[src/rtl/serial_pkg.sv]
// Shared types and constants for the serial UART: FSM encodings and frame geometry.
package serial_pkg;

   typedef enum logic [1:0] {TX_IDLE, TX_START, TX_DATA, TX_STOP} tx_state_t;
   typedef enum logic [1:0] {RX_IDLE, RX_START, RX_DATA, RX_STOP} rx_state_t;

   localparam int FRAME_BITS = 10;
   localparam int DATA_BITS  = FRAME_BITS - 2;
   localparam int CNT_W      = 16;

endpackage

[src/rtl/baud_counter.sv]
// Bit-period counter: held at zero while load is high, wraps every CLKS_PER_BIT cycles.
module baud_counter
   import serial_pkg::*;
#(
   parameter int CLKS_PER_BIT = 434
) (
   input  logic clock,
   input  logic reset,
   input  logic load,
   output logic half,
   output logic tick
);

   localparam logic [CNT_W-1:0] LAST_CNT = CNT_W'(CLKS_PER_BIT - 1);
   localparam logic [CNT_W-1:0] HALF_CNT = CNT_W'(CLKS_PER_BIT / 2 - 1);

   logic [CNT_W-1:0] cnt_reg;

   always_ff @(posedge clock) begin
      if (!reset || load || tick) begin
         cnt_reg <= '0;
      end else begin
         cnt_reg <= cnt_reg + CNT_W'(1);
      end
   end

   assign tick = (cnt_reg == LAST_CNT);
   assign half = (cnt_reg == HALF_CNT);

endmodule

[src/rtl/serial_uart.sv]
// 8N1 full-duplex UART with a one-byte receive holding register and sticky error flags.
module serial_uart
   import serial_pkg::*;
#(
   parameter int CLKS_PER_BIT = 434
) (
   input  logic       clock,
   input  logic       reset,
   input  logic [7:0] tx_data_in,
   input  logic       tx_wren_in,
   output logic       tx_ready_out,
   input  logic       rx_rden_in,
   output logic [7:0] rx_data_out,
   output logic       rx_valid_out,
   input  logic       uart_rx_in,
   output logic       uart_tx_out,
   output logic       rx_overrun_out,
   output logic       rx_frame_err_out
);

   localparam logic [2:0] LAST_BIT = 3'(DATA_BITS - 1);

   tx_state_t  tx_state_reg, tx_state_next;
   logic [7:0] tx_shift_reg, tx_shift_next;
   logic [2:0] tx_bit_reg, tx_bit_next;
   logic       tx_line_reg, tx_line_next;
   logic       tx_load, tx_tick, tx_half_unused;

   rx_state_t  rx_state_reg, rx_state_next;
   logic [7:0] rx_shift_reg, rx_shift_next;
   logic [2:0] rx_bit_reg, rx_bit_next;
   logic [7:0] rx_data_reg, rx_data_next;
   logic       rx_valid_reg, rx_valid_next;
   logic       rx_overrun_reg, rx_overrun_next;
   logic       rx_ferr_reg, rx_ferr_next;
   logic       rx_meta_reg, rx_sync_reg, rx_prev_reg;
   logic       rx_load, rx_tick, rx_half, rx_deliver, rx_fall;

   baud_counter #(.CLKS_PER_BIT(CLKS_PER_BIT)) u_tx_baud (
      .clock(clock), .reset(reset), .load(tx_load), .half(tx_half_unused), .tick(tx_tick)
   );

   baud_counter #(.CLKS_PER_BIT(CLKS_PER_BIT)) u_rx_baud (
      .clock(clock), .reset(reset), .load(rx_load), .half(rx_half), .tick(rx_tick)
   );

   // ---------------- transmitter ----------------
   assign tx_load = (tx_state_reg == TX_IDLE);

   always_comb begin
      tx_state_next = tx_state_reg;
      tx_shift_next = tx_shift_reg;
      tx_bit_next   = tx_bit_reg;
      case (tx_state_reg)
         TX_IDLE: begin
            if (tx_wren_in) begin
               tx_shift_next = tx_data_in;
               tx_bit_next   = '0;
               tx_state_next = TX_START;
            end
         end
         TX_START: if (tx_tick) tx_state_next = TX_DATA;
         TX_DATA: begin
            if (tx_tick) begin
               tx_shift_next = {1'b1, tx_shift_reg[7:1]};
               if (tx_bit_reg == LAST_BIT) tx_state_next = TX_STOP;
               else                        tx_bit_next   = tx_bit_reg + 3'd1;
            end
         end
         TX_STOP: if (tx_tick) tx_state_next = TX_IDLE;
         default: tx_state_next = TX_IDLE;
      endcase
      // Line level is registered from the next state so the pin never glitches.
      tx_line_next = 1'b1;
      if (tx_state_next == TX_START)     tx_line_next = 1'b0;
      else if (tx_state_next == TX_DATA) tx_line_next = tx_shift_next[0];
   end

   always_ff @(posedge clock) begin
      if (!reset) begin
         tx_state_reg <= TX_IDLE;
         tx_shift_reg <= '0;
         tx_bit_reg   <= '0;
         tx_line_reg  <= 1'b1;
      end else begin
         tx_state_reg <= tx_state_next;
         tx_shift_reg <= tx_shift_next;
         tx_bit_reg   <= tx_bit_next;
         tx_line_reg  <= tx_line_next;
      end
   end

   assign tx_ready_out = (tx_state_reg == TX_IDLE);
   assign uart_tx_out  = tx_line_reg;

   // ---------------- receiver ----------------
   // Synchronizer resets low so a line must be seen high before a start edge can register.
   always_ff @(posedge clock) begin
      if (!reset) begin
         rx_meta_reg <= 1'b0;
         rx_sync_reg <= 1'b0;
         rx_prev_reg <= 1'b0;
      end else begin
         rx_meta_reg <= uart_rx_in;
         rx_sync_reg <= rx_meta_reg;
         rx_prev_reg <= rx_sync_reg;
      end
   end

   assign rx_fall = rx_prev_reg & ~rx_sync_reg;

   always_comb begin
      rx_state_next   = rx_state_reg;
      rx_shift_next   = rx_shift_reg;
      rx_bit_next     = rx_bit_reg;
      rx_ferr_next    = rx_ferr_reg;
      rx_load         = 1'b0;
      rx_deliver      = 1'b0;
      case (rx_state_reg)
         RX_IDLE: begin
            rx_load = 1'b1;
            if (rx_fall) rx_state_next = RX_START;
         end
         RX_START: begin
            if (rx_half) begin
               if (!rx_sync_reg) begin
                  rx_load       = 1'b1;
                  rx_bit_next   = '0;
                  rx_state_next = RX_DATA;
               end else begin
                  rx_state_next = RX_IDLE;
               end
            end
         end
         RX_DATA: begin
            if (rx_tick) begin
               rx_shift_next = {rx_sync_reg, rx_shift_reg[7:1]};
               if (rx_bit_reg == LAST_BIT) rx_state_next = RX_STOP;
               else                        rx_bit_next   = rx_bit_reg + 3'd1;
            end
         end
         RX_STOP: begin
            if (rx_tick) begin
               rx_state_next = RX_IDLE;
               if (rx_sync_reg) rx_deliver   = 1'b1;
               else             rx_ferr_next = 1'b1;
            end
         end
         default: rx_state_next = RX_IDLE;
      endcase

      rx_valid_next   = rx_valid_reg;
      rx_data_next    = rx_data_reg;
      rx_overrun_next = rx_overrun_reg;
      if (rx_rden_in && rx_valid_reg) rx_valid_next = 1'b0;
      // A read in the same cycle frees the holding register, so the new byte is not lost.
      if (rx_deliver) begin
         if (rx_valid_reg && !rx_rden_in) begin
            rx_overrun_next = 1'b1;
         end else begin
            rx_data_next  = rx_shift_next;
            rx_valid_next = 1'b1;
         end
      end
   end

   always_ff @(posedge clock) begin
      if (!reset) begin
         rx_state_reg   <= RX_IDLE;
         rx_shift_reg   <= '0;
         rx_bit_reg     <= '0;
         rx_data_reg    <= '0;
         rx_valid_reg   <= 1'b0;
         rx_overrun_reg <= 1'b0;
         rx_ferr_reg    <= 1'b0;
      end else begin
         rx_state_reg   <= rx_state_next;
         rx_shift_reg   <= rx_shift_next;
         rx_bit_reg     <= rx_bit_next;
         rx_data_reg    <= rx_data_next;
         rx_valid_reg   <= rx_valid_next;
         rx_overrun_reg <= rx_overrun_next;
         rx_ferr_reg    <= rx_ferr_next;
      end
   end

   assign rx_data_out      = rx_data_reg;
   assign rx_valid_out     = rx_valid_reg;
   assign rx_overrun_out   = rx_overrun_reg;
   assign rx_frame_err_out = rx_ferr_reg;

endmodule

[config.mk]
export PLATFORM = sky130hd
export DESIGN_NAME = serial_uart
export DESIGN_NICKNAME = d
export VERILOG_FILES = /design/src/rtl/serial_pkg.sv /design/src/rtl/baud_counter.sv /design/src/rtl/serial_uart.sv
export SDC_FILE = /design/constraint.sdc
export NUM_CORES = 1
export LEC_CHECK = 0
export CAP_MARGIN = 20
export CORE_MARGIN = 5
export CORE_UTILIZATION = 45
export CTS_CLUSTER_DIAMETER = 60
export DETAILED_ROUTE_END_ITERATION = 6
export HOLD_SLACK_MARGIN = 0.03
export PLACE_DENSITY_LB_ADDON = 0.3
export SLEW_MARGIN = 5
export SYNTH_ARGS = -nofsm -noshare
export SYNTH_HDL_FRONTEND = slang
export SYNTH_SLANG_ARGS = --single-unit
[constraint.sdc]
create_clock -name clock -period 6.35 [get_ports clock]
set_clock_uncertainty 0.1 [all_clocks]
set_input_delay 1.905 -clock clock [delete_from_list [all_inputs] [get_ports clock]]
set_output_delay 1.905 -clock clock [all_outputs]
set_load 0.01 [all_outputs]
---- Word-level counts from Yosys, hierarchy flattened ----
Cells that the tools add are included.
cells by class
  divide/modulo/power cells ............... 0
  add/subtract/negate cells ............... 4
  multiplexer cells ....................... 38
  magnitude comparators ................... 0
  equal/unequal tests ..................... 23
  multipliers ............................. 0
  reduce and logical (&&, ||, !) cells .... 19
  bitwise gates (word level) .............. 3
  shift-type cells ........................ 0
operator list
  kind                                                              count
  16-bit by 1-bit adder with 16-bit output, second input constant   2
  16-bit by 9-bit == test with 1-bit output, second input constant  2
  8-bit 2-to-1 mux                                                  4
  2-bit 2-to-1 mux                                                  11
  3-bit 2-to-1 mux                                                  7
  16-bit by 8-bit == test with 1-bit output, second input constant  1
  2-bit one-hot mux with 4 select lines                             2
  8-bit one-hot mux with 2 select lines                             1
  2-bit != test, second input constant                              7
  3-bit one-hot mux with 2 select lines                             2
  2-bit == test, second input constant                              5
  1-bit 2-to-1 mux                                                  10
  5-bit AND reduction                                               2
  3-bit by 1-bit adder with 3-bit output, second input constant     2
  2-bit by 1-bit == test with 1-bit output, second input constant   3
  3-bit == test, second input constant                              2
  2-bit by 1-bit != test with 1-bit output, second input constant   3
  3-bit AND reduction                                               2
  2-bit zero test                                                   2
  1-bit logical OR                                                  4
  2-bit AND reduction                                               2
  4-bit AND reduction                                               1
  2-bit nonzero test                                                2
  1-bit logical AND                                                 2
  other kinds (4)                                                   6
word-level totals
  word-level logic and storage cells ...... 104
  memories kept ........................... 0
  ROM bits ................................ 0
  input port bits ......................... 13
  latch bits .............................. 0
  output and inout port bits .............. 13
  bits in registers ....................... 73
  memory bits (writable) .................. 0

---- Depth between registers and ports, before layout ----
Gate-level depths: netlist of run 1.
  word-level depth ........................ 7
  depth in mapped cells ................... 8
  gate-level depth less buffers ........... 6

---- Hierarchy ----
Synthesis of run 1 repeated with hierarchy kept, for this count alone.
second synthesis, totals
  cell total of the unflattened synthesis .. 374
  area, all modules ....................... 3,585.9 µm²
by module, submodules not included
  module        area an instance (µm²)  sequential area each (µm²)  cells each  instances
  serial_uart   1,859.3                 820.8                       192         1
  baud_counter  863.3                   320.3                       91          2

---- Worst setup path before layout of run 1 ----
Ideal clock, no wire load.
  path kind ............................... input to register
  from .................................... in reset
  to ...................................... reg u_tx_baud.cnt_reg[10]
  slack ................................... 3.287 ns
  data arrival time ....................... 2.898 ns
  buffers on the path ..................... 2
  stages .................................. 5
  path through ............................ clkinv_1 > or3_1 > clkbuf_1 > clkbuf_1 > nor2_1
between the ends
  longest elaborated chain between the ends .. 3
ends and longest elaborated chain
  what                           RTL line            text
  start, declared                serial_uart.sv:8    input logic reset,
  1-bit zero test                n/a
  1-bit logical OR (2 in a row)  baud_counter.sv:20  if (!reset || load || tick) begin
  end signal, assigned           baud_counter.sv:23  cnt_reg <= cnt_reg + CNT_W'(1);
  end, declared                  baud_counter.sv:17  logic [CNT_W-1:0] cnt_reg;
No other way between the ends.
A chain may end at the register's enable or synchronous reset.

---- Final worst setup path of run 1 ----
  from .................................... in reset
  to ...................................... reg u_tx_baud.cnt_reg[15]
The elaborated chain is that of the path after synthesis.

==> impl_results.md, run 1 <==
* Initial drt markers at 112
* Post-Syn Area at 3460 µm²
* Final hold vios at 0
* Wirelength, routed at 6640 µm
* Final period util at 64.9%
* Yosys warns at 0
* Gate Count Post-Synth at 401
* R2R setup slack at 3.95 ns
* Status: completed
* First-pass GRT wire length at 11600 µm
* CP Max Fanout at 28
* Max Cap Viol at 0
* TritonCTS Buffers at 9
* CTS Hold Bufs at 0
* Setup TNS at 0 ns
* Clock period minus worst slack at 4.12 ns
* Element type at the critical path end: register
* Commonest non-fill, non-tap cells in the layout: 73 x dfxtp_1, 31 x nand3_1, 29 x nor2_1, 29 x a21oi_1, 25 x clkdlybuf4s50_1
* Root buf cell: clkbuf_8
* Commonest non-fill, non-tap cell in the layout: dfxtp_1
* Slew Viols, Final at 0
* #FFs+latches synth at 73
* DR WL met3 at 159 µm
* Post-route ant nets at 0
* Worst Tran Pin Value at 0.914 ns
* Netlist cell types at 52
* HPWL Detailed at 4500 µm
* Setup WS post-layout at 2.23 ns
* Synth area leaders: dfxtp_1 42%, nand3_1 4.5%, xnor2_1 4.3%
* Synth top area share at 42.2%
* Total GRT Usage at 14.2%
* Detail Route met2 WL at 3140 µm
* GR Overflow Total at 0
* Final net count at 428
* Post-synth EDFFs at 0
* Max transition margin at 38.9%
* Core Util, Final at 51.1%
* Starting Density at 45.5%
* Post-Place Worst Slack at 1.86 ns
* CTS tree: yes
* Maximum vdd drop at 0.135 mV
* Area Growth Syn to Fin at 12.2%
* Asr flop ratio synth at 0%
* Reg clk slew, reported paths at 0.07 ns
* RePlAce Congestion at 0.806
* Top layer in use: met4
* Biggest area consumer among synthesized cells: dfxtp_1
* Category of the most critical setup path: primary input to register
* Filler cells at 758
* Setup bufs post-CTS at 0
* Vias per cell at 5.44
* Fmax at 243 MHz
* Total chip power at 0.839 mW
* Leakage Power at 1.20 nW
* Avg Inst Size Synth at 8.64 µm²
* Sequential area share after synthesis at 42.2%
* Die Ht at 97.7 µm
* Worst hold slack at 0.335 ns
* Power Density at 216 nW/µm²
* Layout cells sized above 1 at 6.57%
* Setup-failing EPs final at 0
* Wire per inst at 12.9 µm
* Initial antenna violation count at 0
* HP Class: register to register
* Primary FF master, synth: dfxtp_1
* Die X at 97.7 µm
* Clock Latency Late Sink at 0.34 ns
* Detailed-route wire length on metal 1 at 3270 µm
* Post-Syn Nets at 423
* Via count at 2792
* Full die area at 9550 µm²
* CP Data Arrival Time at 4.28 ns
* CP Launch Type: primary input
* CTS resizes at 0
* Via count of the first global-routing pass at 2625
* # IOs at 26
* DR pass1 iterations at 4
* Number of placement rows at 32
* Critical Path RT at 6.51 ns
* Clk buf depth at 2
* Core ar. at 7610 µm²
* Drt drc at 0
* Clk sink count at 73
* PortBufs at 25
* Pin count of the biggest net entering global routing at 29
* RSZ-0062 raised after global routing: no
* ANT cells at 0
* H-tree depth at 3
[synthesized netlist by cell type (all sizes together), types with 10 or more instances]
cell	n
nor2	29
inv	11
dfxtp	73
nor3	21
o21ai	22
nor4	10
clkbuf	23
nand3	31
nand4	14
xnor2	17
nand2	22
a21oi	30
[metrics by stage]
stage / area [µm²] / cells
final: 3880 / 513
after global routing: 3880 / 513
after CTS: 3880 / 513
after detailed placement: 3700 / 497
after global placement: 3700 / 497
after floorplan: 3460 / 401
[area by class of cell]
type	count	area, µm²	area share (%)
multi-input cells	284	1810	46.6
inverters	12	45.0	1.16
clock inverters	5	30.0	0.773
flip-flops and latches	73	1460	37.6
well taps	102	128	3.29
repair buffers	26	258	6.63
clock buffers	11	151	3.90
[critical path, cell delays in order]
cell	delay, ns
clkdlybuf4s50_1	0.45
buf_4	0.24
clkinv_1	0.65
or3_1	0.83
a21oi_1	0.20
[worst paths after layout]
path	from	endpoint	depth (start not counted)
hold reg to reg	rx_meta_reg	rx_sync_reg	1
hold / removal	rx_meta_reg	rx_sync_reg	1
setup reg to reg	u_tx_baud.cnt_reg[0]	u_tx_baud.cnt_reg[3]	5
setup / recovery	reset	u_tx_baud.cnt_reg[15]	5
[where the power goes]
part	leakage, nW	switching [mW]	internal, mW
logic	0.518	0.0203	0.0172
registers	0.590	0.00530	0.463
clock network	0.0911	0.172	0.161
total	1.20	0.198	0.641
[layer usage]
| metal | track usage (%) | up-vias |
|---|---|---|
| li1 | - | 1453 |
| met1 | 17.5 | 1311 |
| met2 | 24.1 | 22 |
| met3 | 4.07 | 6 |
| met4 | 3.83 | 0 |
| met5 | 0 | - |
[cells by family (layout without fill, tap and decap cells)]
logic type               count (synthesis)  in the layout  share of synthesized area, %
flip-flops                              73             73                          42.2
buffers and inverters                   44             54                          5.49
AO/OA/AOI/OAI                           83             83                          15.2
XOR/XNOR                                26             26                          6.58
AND/OR/NAND/NOR                        162            162                          26.1
adder cells (fa/ha/maj)                  9              9                          3.25
multiplexers                             4              4                          1.16
Note: power is estimated with default switching activity, not from simulation.
==> run 2: changes to the inputs <==
==> constraint.sdc (replaced) <==
create_clock -name clock -period 4.1 [get_ports clock]
set_clock_uncertainty 0.1 [all_clocks]
set_input_delay 1.23 -clock clock [delete_from_list [all_inputs] [get_ports clock]]
set_output_delay 1.23 -clock clock [all_outputs]
set_load 0.01 [all_outputs]
==> run 2 against run 1 <==
Compared with the run above: count of clock-buffer cells in the layout fell by 1; worst hold slack barely moved; sequential power rose by 55%; non-clock buffer count rose by 1; die area did not move; register-to-register slack got worse by 2.3 ns; total power rose by 69%; via count rose by 2.3%.
==> impl_results.md, run 2 (synthesis gave the netlist of run 1 again) <==
* Status: completed (unchanged)
* Max transition margin at 37.0% (was 38.9%)
* Fin area at 3940 µm² (was 3880 µm²)
* Pin count of the biggest net entering global routing at 29 (unchanged)
* Flop pwr share at 51.1% (was 55.8%)
* Detail Route met2 WL at 3420 µm (was 3140 µm)
* GR Overflow Total at 0 (unchanged)
* Initial antenna violation count at 0 (unchanged)
* Die Ht at 97.7 µm (unchanged)
* Top layer in use: met4 (unchanged)
* Leakage Power at 1.23 nW (was 1.20 nW)
* Sequential Area at 1460 µm² (unchanged)
* Comb power frac at 4.1% (was 4.5%)
* RSZ-0062 raised after global routing: no (unchanged)
* Number of placement rows at 32 (unchanged)
* Clock period minus worst slack at 2.99 ns
* Full die area at 9550 µm² (unchanged)
* Vias per cell at 5.55 (was 5.44)
* HPWL Detailed at 4560 µm (was 4500 µm)
* Wire per inst at 13.3 µm (was 12.9 µm)
* Core Util, Final at 51.8% (was 51.1%)
* R2R setup slack at 1.62 ns (was 3.95 ns)
* # IOs at 26 (unchanged)
* Max Cap Viol at 0 (unchanged)
* Post-route ant nets at 0 (unchanged)
* ANT cells at 0 (unchanged)
* Total chip power at 1.42 mW (was 0.839 mW)
* Clk sink count at 73 (unchanged)
* Clock Latency Late Sink at 0.34 ns (about the same)
* Worst hold slack at 0.335 ns (about the same)
* P_int at 1.11 mW (was 0.641 mW)
* Power Density at 360 nW/µm² (was 216 nW/µm²)
* Maximum vdd drop at 0.268 mV (was 0.135 mV)
* CTS tree: yes (unchanged)
* Drt drc at 0 (unchanged)
* TritonCTS Buffers at 9 (unchanged)
* Layout cells sized above 1 at 6.80% (was 6.57%)
* Detailed-route wire length on metal 1 at 3090 µm (was 3270 µm)
* Die X at 97.7 µm (unchanged)
* Fmax at 334 MHz
* CP Data Arrival Time at 1.66 ns (was 4.28 ns)
* RePlAce Congestion at 0.808 (was 0.806)
* CTS Hold Bufs at 0 (unchanged)
* Final net count at 429 (was 428)
* Non-Filler Instances at 514 (was 513)
* Wirelength, routed at 6860 µm (was 6640 µm)
* Root buf cell: clkbuf_8 (unchanged)
* DR pass1 iterations at 5 (was 4)
* Sw power at 0.314 mW (was 0.198 mW)
* Element type at the critical path end: output pin (was register)
* Filler cells at 705 (was 758)
* Setup WS post-layout at 1.11 ns (was 2.23 ns)
* CP Launch Type: register (was primary input)
* Total GRT Usage at 14.9% (was 14.2%)
* Category of the most critical setup path: register to output pin (was primary input to register)
* Dpl cells at 498 (was 497)
* PortBufs at 25 (unchanged)
* DR WL met3 at 303 µm (was 159 µm)
* Clk network pwr share at 44.8% (was 39.7%)
* Setup-failing EPs final at 0 (unchanged)
* Reg clk slew, reported paths at 0.07 ns (about the same)
* H-tree depth at 3 (unchanged)
* Slew Viols, Final at 0 (unchanged)
* Placed cell areas at 3710 µm² (was 3700 µm²)
* Via count at 2855 (was 2792)
* Post-Place Worst Slack at 1.06 ns (was 1.86 ns)
* Clk buf depth at 2 (unchanged)
* CP Max Fanout at 17 (was 28)
* Commonest non-fill, non-tap cells in the layout: 73 x dfxtp_1, 31 x nand3_1, 29 x nor2_1, 29 x a21oi_1, 25 x clkdlybuf4s50_1 (unchanged)
* Starting Density at 45.5% (unchanged)
* HP Class: register to register (unchanged)
* Critical Path RT at 2.77 ns (was 6.51 ns)
* Setup bufs post-CTS at 0 (unchanged)
* Via count of the first global-routing pass at 2719 (was 2625)
* Worst Tran Pin Value at 0.942 ns (was 0.914 ns)
* Area taken by multi-input logic gates at 1810 µm² (unchanged)
* Switching share of total power at 22.1% (was 23.6%)
* First-pass GRT wire length at 12200 µm (was 11600 µm)
* Setup TNS at 0 ns (unchanged)
* Final hold vios at 0 (unchanged)
* Core ar. at 7610 µm² (unchanged)
* CTS resizes at 0 (unchanged)
* Final period util at 72.9%
* Initial drt markers at 107 (was 112)
* Area Growth Syn to Fin at 13.7% (was 12.2%)
* Commonest non-fill, non-tap cell in the layout: dfxtp_1 (unchanged)
## run 2: changes by cell type in the layout (fill, tap and decap cells not counted), sizes merged
cell      delta
clkinv       -1
clkbuf       -1
inv          +1
bufinv       +2
buf          +1
clkinvlp     -1
## run 2: area by class of cell
| cell class | instances | share of cell area (%) |
|---|---|---|
| Sequential cell | 73 | 37.1 |
| Clock inverter | 6 | 2.29 |
| Inverter | 12 | 1.14 |
| Tap cell | 102 | 3.24 |
| Timing Repair Buffer | 27 | 6.73 |
| Clock buffer | 10 | 3.49 |
| Multi-Input combinational cell | 284 | 46.0 |
## run 2: path summary, 6_finish.rpt
path / startpoint / end / cells after the start
setup reg to reg: u_tx_baud.cnt_reg[0] / u_tx_baud.cnt_reg[8] / 5
setup / recovery: tx_state_reg[1] / tx_ready_out / 2
hold / removal: rx_meta_reg / rx_sync_reg / 1
hold reg to reg: rx_meta_reg / rx_sync_reg / 1
## run 2: power groups by stage
stage / clock [mW] / combinational [mW] / sequential, mW
CTS: 0.654 / 0.0599 / 0.725
global placement: 0 / 0.0588 / 0.742
global route: 0.687 / 0.0659 / 0.726
finish: 0.636 / 0.0588 / 0.725
floorplan: 0 / 0.0397 / 0.738
detailed placement: 0 / 0.0596 / 0.742
## run 2: worst max-delay path: stages (launching register included)
cell	delay (ns)
dfxtp_1	0.65
nor2_1	0.16
clkdlybuf4s50_1	0.52
## run 2: per-layer routing
| metal | vias to the layer above | GRT usage [%] |
|---|---|---|
| met1 | 1346 | 18.6 |
| met3 | 4 | 4.21 |
| met4 | 0 | 4.58 |
| met5 | - | 0 |
| met2 | 51 | 25.1 |
| li1 | 1454 | - |
==> run 3: changes to the inputs <==
==> constraint.sdc (replaced) <==
create_clock -name clock -period 3 [get_ports clock]
set_clock_uncertainty 0.1 [all_clocks]
set_input_delay 0.9 -clock clock [delete_from_list [all_inputs] [get_ports clock]]
set_output_delay 0.9 -clock clock [all_outputs]
set_load 0.01 [all_outputs]
==> run 3 against run 2 <==
Compared with the run above: worst hold slack got worse by 0.0013 ns; global-route usage increased by 0.31 points; register-to-register slack got worse by 0.96 ns; sequential power increased by 37%; critical path depth unchanged; die area unchanged; combinational power increased by 39%; sequential share of layout area decreased by 0.69 points; critical path type unchanged; critical endpoint unchanged.
==> impl_results.md, run 3 (synthesis gave the netlist of run 1 again) <==
* Commonest non-fill, non-tap cell in the layout: dfxtp_1 (unchanged)
* ANT cells at 0 (unchanged)
* Clock period minus worst slack at 2.56 ns
* Total GRT Usage at 15.2% (was 14.9%)
* Power Density at 518 nW/µm² (was 360 nW/µm²)
* Via count at 2878 (was 2855)
* Setup bufs post-CTS at 0 (unchanged)
* Wire per inst at 13.3 µm (about the same)
* Root buf cell: clkbuf_8 (unchanged)
* PortBufs at 25 (unchanged)
* CP peak stage delay at 0.59 ns (was 0.65 ns)
* HPWL Detailed at 4590 µm (was 4560 µm)
* Commonest non-fill, non-tap cells in the layout: 73 x dfxtp_1, 31 x nand3_1, 29 x nor2_1, 29 x a21oi_1, 25 x clkdlybuf4s50_1 (unchanged)
* Fin area at 4010 µm² (was 3940 µm²)
* Non-Filler Instances at 519 (was 514)
* CP Data Arrival Time at 1.56 ns (was 1.66 ns)
* Post-Place Worst Slack at 0.376 ns (was 1.06 ns)
* Total chip power at 2.08 mW (was 1.42 mW)
* Setup-failing EPs final at 0 (unchanged)
* GR Overflow Total at 0 (unchanged)
* Reg clk slew, reported paths at 0.08 ns (was 0.07 ns)
* Setup TNS at 0 ns (unchanged)
* # IOs at 26 (unchanged)
* Critical Path RT at 2.00 ns (was 2.77 ns)
* Drt drc at 0 (unchanged)
* Final period util at 85.4%
* CP Launch Type: register (unchanged)
* RePlAce Congestion at 0.824 (was 0.808)
* H-tree depth at 3 (unchanged)
* Crit path buffers/inverters at 1 (unchanged)
* CP Max Fanout at 10 (was 17)
* CTS tree: yes (unchanged)
* Element type at the critical path end: output pin (unchanged)
* Vias per cell at 5.55 (about the same)
* HP Class: register to register (unchanged)
* Core ar. at 7610 µm² (unchanged)
* Pin count of the biggest net entering global routing at 26 (was 29)
* Initial antenna violation count at 0 (unchanged)
* Layout cells sized above 1 at 7.91% (was 6.80%)
* Leakage Power at 1.27 nW (was 1.23 nW)
* P_int at 1.65 mW (was 1.11 mW)
* RSZ-0062 raised after global routing: no (unchanged)
* CTS resizes at 0 (unchanged)
* CTS Hold Bufs at 0 (unchanged)
* Worst hold slack at 0.334 ns (was 0.335 ns)
* Full die area at 9550 µm² (unchanged)
* Initial drt markers at 82 (was 107)
* Sw power at 0.423 mW (was 0.314 mW)
* Switching share of total power at 20.3% (was 22.1%)
* Top Family by Delay on Critical Path: buffers and inverters (was flip-flops)
* Sequential Area at 1460 µm² (unchanged)
* Slowest CP cell: clkdlybuf4s50_1 (was dfxtp_1)
* Post-route ant nets at 0 (unchanged)
* Max Cap Viol at 0 (unchanged)
* Comb power frac at 3.9% (was 4.1%)
* Placed cell areas at 3750 µm² (was 3710 µm²)
* Dpl cells at 503 (was 498)
* Clk buf depth at 2 (unchanged)
* Clock Latency Late Sink at 0.34 ns (about the same)
* DR pass1 iterations at 4 (was 5)
* Via count of the first global-routing pass at 2795 (was 2719)
* TritonCTS Buffers at 9 (unchanged)
* Final hold vios at 0 (unchanged)
* Setup WS post-layout at 0.439 ns (was 1.11 ns)
* Area taken by multi-input logic gates at 1810 µm² (unchanged)
* Clk sink count at 73 (unchanged)
* Fmax at 391 MHz
* Area Growth Syn to Fin at 15.9% (was 13.7%)
* Core Util, Final at 52.8% (was 51.8%)
* Wirelength, routed at 6910 µm (was 6860 µm)
* Slew Viols, Final at 0 (unchanged)
* Status: completed (unchanged)
* First-pass GRT wire length at 12500 µm (was 12200 µm)
* Number of placement rows at 32 (unchanged)
* Die Ht at 97.7 µm (unchanged)
* Maximum vdd drop at 0.334 mV (was 0.268 mV)
* Category of the most critical setup path: register to output pin (unchanged)
* Die X at 97.7 µm (unchanged)
* Filler cells at 732 (was 705)
* Flop pwr share at 47.7% (was 51.1%)
* Worst Tran Pin Value at 0.750 ns (was 0.942 ns)
* Starting Density at 45.5% (unchanged)
* Max transition margin at 50.0% (was 37.0%)
* Clk network pwr share at 48.4% (was 44.8%)
* CP cell instances: nor2_1, clkdlybuf4s50_1 (unchanged)
* Final net count at 434 (was 429)
## run 3: area by class of cell
class / count / share of cell area [%]
multi-input combinational: 284 / 45.1
sequential: 73 / 36.4
timing repair buffer: 32 / 7.54
clock inverter: 7 / 3.52
tap: 102 / 3.18
clock buffer: 9 / 3.09
inverter: 12 / 1.12
## run 3: worst register-to-register path: stages (launching register included)
cell	delay [ns]
dfxtp_1	0.38
or4_4	0.60
nor4_4	0.29
buf_4	0.19
nand2b_1	0.50
nor3_1	0.13
## run 3: final timing paths
path                          from                     to  slack [ns]  cells after the start
max                tx_state_reg[0]           tx_ready_out        0.44                      2
min                    rx_meta_reg            rx_sync_reg        0.33                      1
max reg2reg  u_rx_baud.cnt_reg[10]  u_rx_baud.cnt_reg[13]        0.66                      5
min reg2reg            rx_meta_reg            rx_sync_reg        0.33                      1
## run 3: layer usage
metal | part of all wire, % | wire length, µm | track usage, % | vias to the layer above
met4 | 1.2 | 83 | 3.62 | 0
met5 | 0 | 0 | 0 | -
met3 | 3.2 | 219 | 4.57 | 8
met2 | 49 | 3370 | 26.1 | 41
li1 | - | - | - | 1476
met1 | 47 | 3240 | 18.8 | 1353
## run 3: power groups by stage
stage / sequential (mW) / clock [mW] / combinational [mW]
floorplan: 1.01 / 0 / 0.0542
global placement: 1.01 / 0 / 0.0803
detailed placement: 1.01 / 0 / 0.0814
CTS: 0.991 / 1.03 / 0.0822
global route: 0.994 / 1.08 / 0.0899
finish: 0.991 / 1.00 / 0.0816
==> RTL change (flow settings as in run 1) <==
Set the package constant `CNT_W` to 20 (it was 16).
--- a/src/rtl/serial_pkg.sv
+++ b/src/rtl/serial_pkg.sv
@@ -8,3 +8,3 @@
    localparam int DATA_BITS  = FRAME_BITS - 2;
-   localparam int CNT_W      = 16;
+   localparam int CNT_W      = 20;
 
Behaviour: same outputs for any inputs over 10 cycles, from zero or initial values and one cycle with reset low; that may be too few to reach the edited logic, so the function may still have changed.
==> RTL change against run 1 <==
  * Worst setup slack improved by 360 ps
  * Area after synthesis rose by 4.4%
  * Register-to-register slack got worse by 20 ps
  * Sequential cell count rose by 8
  * Total power rose by 14%
  * Wire length grew 4.7%
  * Design area increased by 7.0%
  * Die area grew 4.0%
==> RTL change: results (changes against run 1) <==
Status
  – Outcome: finished, final reports clean

Synthesis
  – Share of the synthesized area in compound gates (AO/OA/AOI/OAI): 0.0792 (-0.0729)
  – Post-synthesis async set-or-reset flop share: 0 (unchanged)
  – Total nets after synthesis: 430 (+1.7%)
  – Sequential area share after synthesis: 0.448 (+0.0263)
  – Synthesized-area fraction occupied by xor and xnor cells: 0.0896 (+0.0238)
  – Mux cell area share after synthesis: 0.0470 (+0.0355)
  – Gate count after technology mapping: 408 (+1.7%)
  – Cells taking the most area after synthesis: sky130_fd_sc_hd__dfxtp_1 45%, sky130_fd_sc_hd__nor2_1 7.3%, sky130_fd_sc_hd__mux2i_1 4.7%
  – Commonest cells in the netlist: 81 x sky130_fd_sc_hd__dfxtp_1, 70 x sky130_fd_sc_hd__nor2_1, 32 x sky130_fd_sc_hd__nand2_1
  – Synth Area in Adders: 0.0311 (-0.00138)
  – Count of unique library cells instantiated by Yosys: 51 (-1.9%)

Final layout
  – Share of final-layout standard cells stronger than drive strength 1: 0.0644 (-0.00133)
  – Count of nets after finishing: 452 (+5.6%)
  – FILL cells: 732 (-3.4%)
  – Final std cells w/o fill: 537 (+4.7%)

Global routing
  – Wire length of the first global-routing pass: 12100 um (+3.7%)
  – All-Layer GR Usage: 0.148 (+0.00696)
  – Pin count of the biggest net entering global routing: 21 (-28%)
  – Vias in the first global route: 2629 (+0.15%)
  – Number of antenna violations at the first check in global routing: 0 (unchanged)

Routing
  – Initial DRC count: 75 (-33%)
  – First-pass detailed-route iteration total: 5 (+1)
  – Avg Vias per Cell: 5.17 (-5.0%)

Placement
  – Global placer's final weighted congestion: 0.974 (+21%)
  – Total half-perimeter wirelength after legalization and detailed placement: 4870 um (+8.3%)
  – Post-placement cell count: 521 (+4.8%)

Worst setup path
  – Crit-path max FO: 17 (-39%)
  – Cell with the biggest individual delay on the critical path: sky130_fd_sc_hd__clkdlybuf4s50_1
  – Slowest Stage Delay on Critical Path: 710 ps (-120 ps)
  – Crit path arrival time: 3880 ps (-400 ps)

Power and ir drop
  – Worst vdd rail ir drop: 0.148 mV (+9.6%)
  – Standby leakage power: 1.49 nW (+24%)
  – Internal power: 0.752 mW (+17%)

Clocking
  – Max Root-Sink Buffers: 2 (unchanged)
  – Clock-pin slew of the registers on the worst-case setup and hold paths: 90 ps (+20 ps)
## RTL change: changes by cell type in the layout (fill, tap and decap cells not counted), moves of 9 or more
cell	before	now
sky130_fd_sc_hd__nor2_1	29	70
sky130_fd_sc_hd__o21ai_1	19	1
sky130_fd_sc_hd__a21oi_1	29	15
sky130_fd_sc_hd__mux2i_1	4	17
sky130_fd_sc_hd__nor3_1	21	9
sky130_fd_sc_hd__nand2_1	22	32
sky130_fd_sc_hd__nand4_1	14	5
sky130_fd_sc_hd__xor2_1	9	18
## RTL change: path summary, 6_finish.rpt
check,from,endpoint,slack [ps],cells after the start
setup / recovery,reset,uart_tx_out,2590,5
hold / removal,rx_meta_reg,rx_sync_reg,350,1
setup reg to reg,u_rx_baud.cnt_reg[5],rx_shift_reg[2],3930,5
hold reg to reg,rx_meta_reg,rx_sync_reg,350,1
## RTL change: cell families after synthesis
kind of cell / Yosys count
AND/OR/NAND/NOR: 192
flip-flops: 81
multiplexers: 17
buffers and inverters: 28
AO/OA/AOI/OAI: 44
adder cells (fa/ha/maj): 9
XOR/XNOR: 37
## RTL change: area by class of cell
type | count | area [um^2] | area share
clock buffer | 10 | 128 | 0.0307
clock inverter | 6 | 90.1 | 0.0217
inverter | 13 | 48.8 | 0.0117
multi-input combinational | 299 | 1880 | 0.453
sequential | 81 | 1620 | 0.390
tap | 102 | 128 | 0.0307
timing repair buffer | 26 | 258 | 0.0620
## RTL change: critical path, delay by kind of cell
family | cells | cell delay, ps
compound gates | 2 | 200
simple gates | 1 | 520
buf+inv | 2 | 1250
## RTL change: power groups by stage
stage,Combinational (mW),Sequential [mW],Clock (mW)
after floorplan,0.0199,0.528,0
after CTS,0.0343,0.518,0.420
after global placement,0.0333,0.529,0
after detailed placement,0.0339,0.529,0
final,0.0339,0.518,0.405
after global routing,0.0377,0.519,0.441
## RTL change: routing by layer
metal	wire (um)	vias to the layer above	track usage
met2	3220	35	0.228
met4	65	0	0.0473
met5	0	-	0
li1	-	1446	-
met3	231	7	0.0484
met1	3430	1288	0.198
## RTL change: metrics by stage
step	hold WS [ps]	worst slack [ps]	cell area [um^2]
detailed placement	331	2240	3940
CTS	352	2600	4160
global route	369	2420	4160
finish	347	2590	4160
global placement	329	2330	3940
floorplan	312	3250	3620
